## src/rtl/pa_lsu_sram_pkg.sv

```systemverilog
// Shared types and constants for the LSU 128x42 single-port SRAM controller.
package pa_lsu_sram_pkg;

   localparam int ADDR_WIDTH = 7;
   localparam int DATA_WIDTH = 42;
   localparam logic [ADDR_WIDTH-1:0] LAST_ENTRY = '1;

   typedef enum logic {
      IDLE = 1'b0,
      INIT = 1'b1
   } state_t;

   typedef struct packed {
      logic                  wr;
      logic [ADDR_WIDTH-1:0] addr;
      logic [DATA_WIDTH-1:0] wdata;
      logic [DATA_WIDTH-1:0] wmask;
   } req_t;

endpackage

```

## src/rtl/pa_spsram_128x42_ctrl_if.sv

```systemverilog
// Requester-side bus of the SRAM controller: init control, two request ports, read return.
interface pa_spsram_128x42_ctrl_if;
   import pa_lsu_sram_pkg::*;

   logic                  inv_all_req;
   logic                  init_busy;
   logic                  p0_req;
   logic                  p0_wr;
   logic [ADDR_WIDTH-1:0] p0_addr;
   logic [DATA_WIDTH-1:0] p0_wdata;
   logic [DATA_WIDTH-1:0] p0_wmask;
   logic                  p0_gnt;
   logic                  p1_req;
   logic                  p1_wr;
   logic [ADDR_WIDTH-1:0] p1_addr;
   logic [DATA_WIDTH-1:0] p1_wdata;
   logic [DATA_WIDTH-1:0] p1_wmask;
   logic                  p1_gnt;
   logic                  rd_vld;
   logic                  rd_src;
   logic [DATA_WIDTH-1:0] rd_data;

   modport master (
      output inv_all_req, p0_req, p0_wr, p0_addr, p0_wdata, p0_wmask,
             p1_req, p1_wr, p1_addr, p1_wdata, p1_wmask,
      input  init_busy, p0_gnt, p1_gnt, rd_vld, rd_src, rd_data
   );

   modport slave (
      input  inv_all_req, p0_req, p0_wr, p0_addr, p0_wdata, p0_wmask,
             p1_req, p1_wr, p1_addr, p1_wdata, p1_wmask,
      output init_busy, p0_gnt, p1_gnt, rd_vld, rd_src, rd_data
   );

endinterface

```

## src/rtl/pa_spsram_arb2.sv

```systemverilog
// Two-way arbiter: p0 wins by default, p1 wins once after STARVE_LIM consecutive losses.
module pa_spsram_arb2
   import pa_lsu_sram_pkg::*;
#(
   parameter int STARVE_LIM = 4
)(
   input  logic clk,
   input  logic rst,
   input  logic en,
   input  logic p0_req,
   input  logic p1_req,
   input  req_t p0_in,
   input  req_t p1_in,
   output logic p0_gnt,
   output logic p1_gnt,
   output logic sel_vld,
   output req_t sel
);

   localparam int CW = $clog2(STARVE_LIM + 1);

   logic [CW-1:0] starve_cnt;
   logic          starved;

   assign starved = (starve_cnt >= CW'(STARVE_LIM));

   always_comb begin
      p0_gnt = 1'b0;
      p1_gnt = 1'b0;
      if (en) begin
         if (p1_req && (!p0_req || starved)) begin
            p1_gnt = 1'b1;
         end else if (p0_req) begin
            p0_gnt = 1'b1;
         end
      end
   end

   assign sel_vld = p0_gnt | p1_gnt;
   assign sel     = p1_gnt ? p1_in : p0_in;

   // Counts only losses where p1 was actually waiting; idle cycles leave it alone.
   always_ff @(posedge clk) begin
      if (rst) begin
         starve_cnt <= '0;
      end else if (p1_gnt) begin
         starve_cnt <= '0;
      end else if (p0_gnt && p1_req) begin
         starve_cnt <= starve_cnt + 1'b1;
      end
   end

endmodule

```

## src/rtl/pa_spsram_128x42_ctrl.sv

```systemverilog
// LSU 128x42 SRAM access controller: zeroing sweep, two-port arbitration, tagged read return.
module pa_spsram_128x42_ctrl
   import pa_lsu_sram_pkg::*;
#(
   parameter int STARVE_LIM = 4
)(
   input  logic                  forever_cpuclk,
   input  logic                  cpurst,
   pa_spsram_128x42_ctrl_if.slave bus,
   output logic [ADDR_WIDTH-1:0] sram_a,
   output logic                  sram_cen,
   output logic                  sram_gwen,
   output logic [DATA_WIDTH-1:0] sram_wen,
   output logic [DATA_WIDTH-1:0] sram_d,
   input  logic [DATA_WIDTH-1:0] sram_q
);

   state_t                state;
   logic [ADDR_WIDTH-1:0] sweep_cnt;
   logic                  init_busy_q;
   logic                  rd_vld_q;
   logic                  rd_src_q;
   logic                  arb_en;
   logic                  p0_gnt;
   logic                  p1_gnt;
   logic                  sel_vld;
   req_t                  p0_in;
   req_t                  p1_in;
   req_t                  sel;

   assign p0_in = '{wr: bus.p0_wr, addr: bus.p0_addr, wdata: bus.p0_wdata, wmask: bus.p0_wmask};
   assign p1_in = '{wr: bus.p1_wr, addr: bus.p1_addr, wdata: bus.p1_wdata, wmask: bus.p1_wmask};

   // An init request in IDLE steals the port for that cycle; no grants while in reset.
   assign arb_en = (state == IDLE) && !bus.inv_all_req && !cpurst;

   pa_spsram_arb2 #(
      .STARVE_LIM (STARVE_LIM)
   ) u_arb (
      .clk     (forever_cpuclk),
      .rst     (cpurst),
      .en      (arb_en),
      .p0_req  (bus.p0_req),
      .p1_req  (bus.p1_req),
      .p0_in   (p0_in),
      .p1_in   (p1_in),
      .p0_gnt  (p0_gnt),
      .p1_gnt  (p1_gnt),
      .sel_vld (sel_vld),
      .sel     (sel)
   );

   always_ff @(posedge forever_cpuclk) begin
      if (cpurst) begin
         state       <= INIT;
         sweep_cnt   <= '0;
         init_busy_q <= 1'b1;
         rd_vld_q    <= 1'b0;
         rd_src_q    <= 1'b0;
      end else begin
         rd_vld_q <= sel_vld && !sel.wr;
         if (sel_vld && !sel.wr) begin
            rd_src_q <= p1_gnt;
         end
         if (state == INIT) begin
            if (sweep_cnt == LAST_ENTRY) begin
               state       <= IDLE;
               sweep_cnt   <= '0;
               init_busy_q <= 1'b0;
            end else begin
               sweep_cnt <= sweep_cnt + 1'b1;
            end
         end else if (bus.inv_all_req) begin
            state       <= INIT;
            init_busy_q <= 1'b1;
         end
      end
   end

   // The sweep writes zero through a fully enabled mask; otherwise the granted request drives the port.
   always_comb begin
      sram_cen  = 1'b1;
      sram_gwen = 1'b1;
      sram_wen  = '1;
      sram_a    = '0;
      sram_d    = '0;
      if (state == INIT) begin
         sram_cen  = 1'b0;
         sram_gwen = 1'b0;
         sram_wen  = '0;
         sram_a    = sweep_cnt;
      end else if (sel_vld) begin
         sram_cen = 1'b0;
         sram_a   = sel.addr;
         if (sel.wr) begin
            sram_gwen = 1'b0;
            sram_wen  = ~sel.wmask;
            sram_d    = sel.wdata;
         end
      end
   end

   assign bus.init_busy = init_busy_q;
   assign bus.p0_gnt    = p0_gnt;
   assign bus.p1_gnt    = p1_gnt;
   assign bus.rd_vld    = rd_vld_q;
   assign bus.rd_src    = rd_src_q;
   assign bus.rd_data   = sram_q;

endmodule

```

## src/flat_wrapper.sv

```systemverilog
// flat-port wrapper written by rule: the top's interface ports become plain ports
module pa_spsram_128x42_ctrl_flat import pa_lsu_sram_pkg::*;
#(
   parameter int STARVE_LIM = 4
)
  (forever_cpuclk, cpurst, sram_a, sram_cen, sram_gwen, sram_wen, sram_d, sram_q, bus_inv_all_req, bus_p0_req, bus_p0_wr, bus_p0_addr, bus_p0_wdata, bus_p0_wmask, bus_p1_req, bus_p1_wr, bus_p1_addr, bus_p1_wdata, bus_p1_wmask, bus_init_busy, bus_p0_gnt, bus_p1_gnt, bus_rd_vld, bus_rd_src, bus_rd_data);
  pa_spsram_128x42_ctrl_if bus_i ();
  input  logic forever_cpuclk;
  input  logic cpurst;
  output logic [ADDR_WIDTH-1:0] sram_a;
  output logic sram_cen;
  output logic sram_gwen;
  output logic [DATA_WIDTH-1:0] sram_wen;
  output logic [DATA_WIDTH-1:0] sram_d;
  input  logic [DATA_WIDTH-1:0] sram_q;
  input wire logic [$bits(bus_i.inv_all_req)-1:0] bus_inv_all_req;
  input wire logic [$bits(bus_i.p0_req)-1:0] bus_p0_req;
  input wire logic [$bits(bus_i.p0_wr)-1:0] bus_p0_wr;
  input wire logic [$bits(bus_i.p0_addr)-1:0] bus_p0_addr;
  input wire logic [$bits(bus_i.p0_wdata)-1:0] bus_p0_wdata;
  input wire logic [$bits(bus_i.p0_wmask)-1:0] bus_p0_wmask;
  input wire logic [$bits(bus_i.p1_req)-1:0] bus_p1_req;
  input wire logic [$bits(bus_i.p1_wr)-1:0] bus_p1_wr;
  input wire logic [$bits(bus_i.p1_addr)-1:0] bus_p1_addr;
  input wire logic [$bits(bus_i.p1_wdata)-1:0] bus_p1_wdata;
  input wire logic [$bits(bus_i.p1_wmask)-1:0] bus_p1_wmask;
  output wire logic [$bits(bus_i.init_busy)-1:0] bus_init_busy;
  output wire logic [$bits(bus_i.p0_gnt)-1:0] bus_p0_gnt;
  output wire logic [$bits(bus_i.p1_gnt)-1:0] bus_p1_gnt;
  output wire logic [$bits(bus_i.rd_vld)-1:0] bus_rd_vld;
  output wire logic [$bits(bus_i.rd_src)-1:0] bus_rd_src;
  output wire logic [$bits(bus_i.rd_data)-1:0] bus_rd_data;
  assign bus_i.inv_all_req = bus_inv_all_req;
  assign bus_i.p0_req = bus_p0_req;
  assign bus_i.p0_wr = bus_p0_wr;
  assign bus_i.p0_addr = bus_p0_addr;
  assign bus_i.p0_wdata = bus_p0_wdata;
  assign bus_i.p0_wmask = bus_p0_wmask;
  assign bus_i.p1_req = bus_p1_req;
  assign bus_i.p1_wr = bus_p1_wr;
  assign bus_i.p1_addr = bus_p1_addr;
  assign bus_i.p1_wdata = bus_p1_wdata;
  assign bus_i.p1_wmask = bus_p1_wmask;
  assign bus_init_busy = bus_i.init_busy;
  assign bus_p0_gnt = bus_i.p0_gnt;
  assign bus_p1_gnt = bus_i.p1_gnt;
  assign bus_rd_vld = bus_i.rd_vld;
  assign bus_rd_src = bus_i.rd_src;
  assign bus_rd_data = bus_i.rd_data;
  pa_spsram_128x42_ctrl #(.STARVE_LIM(STARVE_LIM)) u_core (.forever_cpuclk(forever_cpuclk), .cpurst(cpurst), .bus(bus_i), .sram_a(sram_a), .sram_cen(sram_cen), .sram_gwen(sram_gwen), .sram_wen(sram_wen), .sram_d(sram_d), .sram_q(sram_q));
endmodule
```

## config.mk

```make
export PLATFORM = sky130hd
export DESIGN_NAME = pa_spsram_128x42_ctrl_flat
export DESIGN_NICKNAME = d
export VERILOG_FILES = /design/src/rtl/pa_lsu_sram_pkg.sv /design/src/rtl/pa_spsram_128x42_ctrl_if.sv /design/src/rtl/pa_spsram_arb2.sv /design/src/rtl/pa_spsram_128x42_ctrl.sv /design/src/flat_wrapper.sv
export SDC_FILE = /design/constraint.sdc
export NUM_CORES = 1
export LEC_CHECK = 0
export CAP_MARGIN = 20
export CORE_AREA = 2 2 144 146
export CTS_BUF_LIST = sky130_fd_sc_hd__clkbuf_8
export DETAILED_ROUTE_END_ITERATION = 16
export DIE_AREA = 0 0 146 148
export PLACE_DENSITY = 0.53
export SYNTH_ARGS = -nofsm -noshare
export SYNTH_HDL_FRONTEND = slang
export SYNTH_SLANG_ARGS = --single-unit
```

## constraint.sdc

```tcl
create_clock -name forever_cpuclk -period 3.95 [get_ports forever_cpuclk]
set_input_delay 0.79 -clock forever_cpuclk [delete_from_list [all_inputs] [get_ports forever_cpuclk]]
set_output_delay 0.79 -clock forever_cpuclk [all_outputs]
set_load 0.01 [all_outputs]
```

==> load_flow_metrics.sql <==
INSERT INTO impl_metrics (metric_group, metric, value, unit) VALUES
('outcome', 'status', 'complete, no violations', ''),
('setup_path', 'worst-endpoint-required', '3.16', 'ns'),
('global_routing', 'first_global_vias', '3796', ''),
('logic_synthesis', 'synth.yosys.seq_area_share', '11.05', '%'),
('worst_hold_path', 'endpoint_worst_hold', 'u_core.bus.rd_src', ''),
('clock_network', 'htreeDepth', '1', ''),
('setup_path', 'r2r_start', 'u_core.state', ''),
('logic_synthesis', 'mappedNetlistArea', '2537', 'um^2'),
('sta', 'maxSlewViolCount', '0', ''),
('placement', 'postPlaceCellArea', '5463', 'um^2'),
('sta', 'setup_ws_post_layout', '0.1232', 'ns'),
('clock_network', 'cts_buffers', '3', ''),
('worst_hold_path', 'holdPathStages', '2', ''),
('setup_path', 'worst-path-max-fanout', '27', ''),
('sta', 'worst_slew_pin_slew', '0.6154', 'ns'),
('logic_synthesis', 'post-synth-top-area-cell', 'nand3_1', ''),
('floorplan', 'die-height', '148', 'um'),
('logic_synthesis', 'synth_top_area_share', '17.36', '%'),
('routing', 'drcViolationCount', '0', ''),
('routing', 'detail_routed_via_count_per_cell', '4.296', ''),
('routing', 'dr_total_vias', '3823', ''),
('routing', 'route.detailed.wl_per_inst', '16.43', 'um'),
('floorplan', 'core_area', '20040', 'um^2'),
('setup_path', 'startpoint_type', 'input pin', ''),
('finish', 'layout.filler_cells', '2241', ''),
('global_routing', 'grt_overflow_total', '0', ''),
('finish', 'area_delta_synth_final', '117.9', '%'),
('floorplan', 'die-area', '21610', 'um^2'),
('setup_path', 'worst-endpoint-arrival', '3.04', 'ns'),
('placement', 'place.port_buffers', '286', ''),
('placement', 'dpl.hpwl', '11520', 'um'),
('clock_network', 'cts_repair_resize_count', '0', ''),
('sta', 'rsz0062_at_grt', 'false', ''),
('setup_path', 'crit_type', 'input pin to output pin', ''),
('clock_network', 'clk_path_buf_depth', '2', ''),
('finish', 'post_route_cells_drive_above_1_share', '5.170', '%'),
('floorplan', 'fp-row-count', '52', ''),
('routing', 'dr.pass1.iters', '4', ''),
('clock_network', 'clkLatencyLatePin', '0.25', 'ns'),
('logic_synthesis', 'synth_area_leaders', 'nand3_1 (17%), a311oi_1 (14%), buf_4 (13%)', ''),
('clock_network', 'cts_tree', 'built', ''),
('clock_network', 'cts.sink_count', '14', ''),
('clock_network', 'clk_pin_slew', '0.07', 'ns'),
('setup_path', 'end_kind', 'output pin', ''),
('finish', 'fin_area', '5528', 'um^2'),
('floorplan', 'die_w', '146', 'um'),
('sta', 'layout_min_cycle_time', '3.827', 'ns'),
('sta', 'max-slew-margin-rel', '58.97', '%'),
('global_routing', 'global_route_wire_length_before_repair', '22110', 'um'),
('logic_synthesis', 'synth_fp_nets', '627', ''),
('worst_hold_path', 'worstHoldStart', 'u_core.bus.rd_src', ''),
('routing', 'antenna_left', '0', ''),
('clock_network', 'cts_root_buffer', 'clkbuf_8', ''),
('logic_synthesis', 'synth_cell_types', '34', ''),
('sta', 'setup-tns-final', '0', 'ns'),
('routing', 'drt-initial-drc-count', '114', ''),
('finish', 'number_of_nets_in_the_layout', '853', ''),
('routing', 'drt_wl_total', '14620', 'um'),
('sta', 'maxClockFrequency', '261.3', 'MHz'),
('worst_hold_path', 'timing.hold.worst.class', 'flop to flop', ''),
('pwr', 'worst_ir_drop_vdd', '0.0001029', 'V'),
('floorplan', 'floorplan.initialDensity', '12.66', '%'),
('sta', 'hold_viol', '0', ''),
('logic_synthesis', 'netlist_instances', '394', ''),
('global_routing', 'antenna_violations_before_repair', '1', ''),
('sta', 'final_min_period_over_clock_period', '96.88', '%'),
('logic_synthesis', 'yosys_register_bits', '14', ''),
('sta', 'final.setup_skew', '0.004951', 'ns'),
('placement', 'dp_slack', '0.02420', 'ns'),
('placement', 'gp_routability_congestion', '0.7734', ''),
('global_routing', 'gr-usage-all-layers', '12.62', '%'),
('pwr', 'leakage_power_of_the_design', '2.267', 'nW'),
('setup_path', 'path_depth_of_the_worst_reg2reg_path', '5', ''),
('sta', 'final-setup-viol-count', '0', ''),
('floorplan', 'boundaryPins', '371', ''),
('logic_synthesis', 'synth_area_per_cell', '6.440', 'um^2'),
('pwr', 'power.density_cell_area', '92.89', 'nW/um^2'),
('logic_synthesis', 'yosys_warnings', '0', ''),
('run', 'drv.max_cap_violation_count', '0', ''),
('global_routing', 'pin_count_of_the_biggest_net_entering_global_routing', '58', ''),
('setup_path', 'ff2ff_setup_slack', '2.28', 'ns'),
('pwr', 'fin_total_pwr', '0.0005135', 'W'),
('setup_path', 'worst_r2r_end', 'u_core.sweep_cnt[5]', '');
## Yosys cell counts
library cell	instances
nand3_1	88
nand2_1	60
buf_4	44
and3_1	43
a311oi_1	42
clkbuf_1	20
buf_2	14
dfxtp_1	14
mux2i_1	8
o21ai_0	8
nor2_1	7
nor3_1	7
a21oi_1	6
buf_1	4
buf_6	4
xnor2_1	3
ha_1	2
inv_1	2
o21bai_1	2
xor2_1	2
a211oi_1	1
a221oi_1	1
and2_1	1
and3_4	1
and4b_1	1
inv_2	1
nand2b_1	1
nand3_2	1
nand3b_1	1
nand4_1	1
nor3_4	1
o31ai_1	1
or2_4	1
or3_1	1
## final cells by class
cell class / count / area, um^2 / share of cell area, %
clock buffer: 4 / 55.05 / 0.9959
sequential: 14 / 281.5 / 5.093
antenna: 1 / 2.502 / 0.04527
multi-input combinational: 291 / 1719 / 31.10
tap: 270 / 337.8 / 6.111
timing repair buffer: 307 / 3120 / 56.45
inverter: 3 / 11.26 / 0.2037
## power breakdown
group          leakage, nW  switching [W]  internal, W
Combinational         2.13      0.0000431     0.000177
Sequential           0.113     0.00000403     0.000144
Clock               0.0288      0.0000573    0.0000884
Total                 2.27       0.000104     0.000409
## flip-flops by register name, summed over array words and instances (netlist names)
name / count
u_core.u_arb.starve_cnt: 3
u_core.sweep_cnt: 7
u_core.state: 1
u_core.bus.rd_src: 1
u_core.bus.init_busy: 1
u_core.bus.rd_vld: 1
## through the flow
stage / hold WS [ns] / utilization (%) / std cells
final: 0.4931 / 27.58 / 890
after detailed placement: 0.4704 / 27.26 / 884
after floorplan: 0.4861 / - / 394
after global placement: 0.4715 / 27.26 / 884
after global routing: 0.5297 / 27.57 / 889
after CTS: 0.4799 / 27.53 / 888
## cell families after synthesis
family | share of synthesized area [%]
AOI/OAI and AO/OA | 18.79
xor gates and xnor gates | 1.726
adders and majority gates | 0.9860
buffers and inverters | 21.55
DFF | 11.05
muxes | 3.156
and+or+nand+nor | 42.75
## routing by layer
metal	GRT usage (%)	part of all wire (%)	routed length, um	vias up
li1	-	-	-	1859
met4	1.456	0.67	98	0
met5	0	0	0	-
met3	4.136	11	1542	6
met2	22.69	49	7174	230
met1	15.12	40	5804	1728
## worst max-delay path: stages
cell and delay (ns):
clkdlybuf4s50_1 0.47, or2_4 0.28, and3_4 0.22, buf_12 0.16, and3_1 0.18, a311oi_1 0.28, clkdlybuf4s50_1 0.63
## how the worst max path moves through the flow
stage | start | cells past startpoint | end | slack [ns]
finish | bus_p0_req | 7 | sram_wen[8] | 0.12
global route | bus_inv_all_req | 8 | sram_d[7] | 0.006
CTS | bus_inv_all_req | 8 | sram_d[5] | 0.02
detailed placement | bus_inv_all_req | 8 | sram_d[5] | 0.02
global placement | bus_inv_all_req | 7 | sram_d[39] | 0.03
floorplan | bus_p1_req | 6 | sram_wen[37] | 1.15
## layout by cell type, fill, tap and decap left out, types with 6 or more instances in the layout
master and count:
clkdlybuf4s50_1 286, nand3_1 88, nand2_1 60, and3_1 42, a311oi_1 42, buf_4 13, dfxtp_1 13, mux2i_1 8
o21ai_0 8, buf_12 8, nor3_1 7, nor2_1 7, a21oi_1 6
## repair_timing
action,in CTS,in global routing
buffers inserted,0,1
hold buffers,0,0
setup endpoints to repair,0,62
No activity file was read; power rests on OpenSTA's default activity.
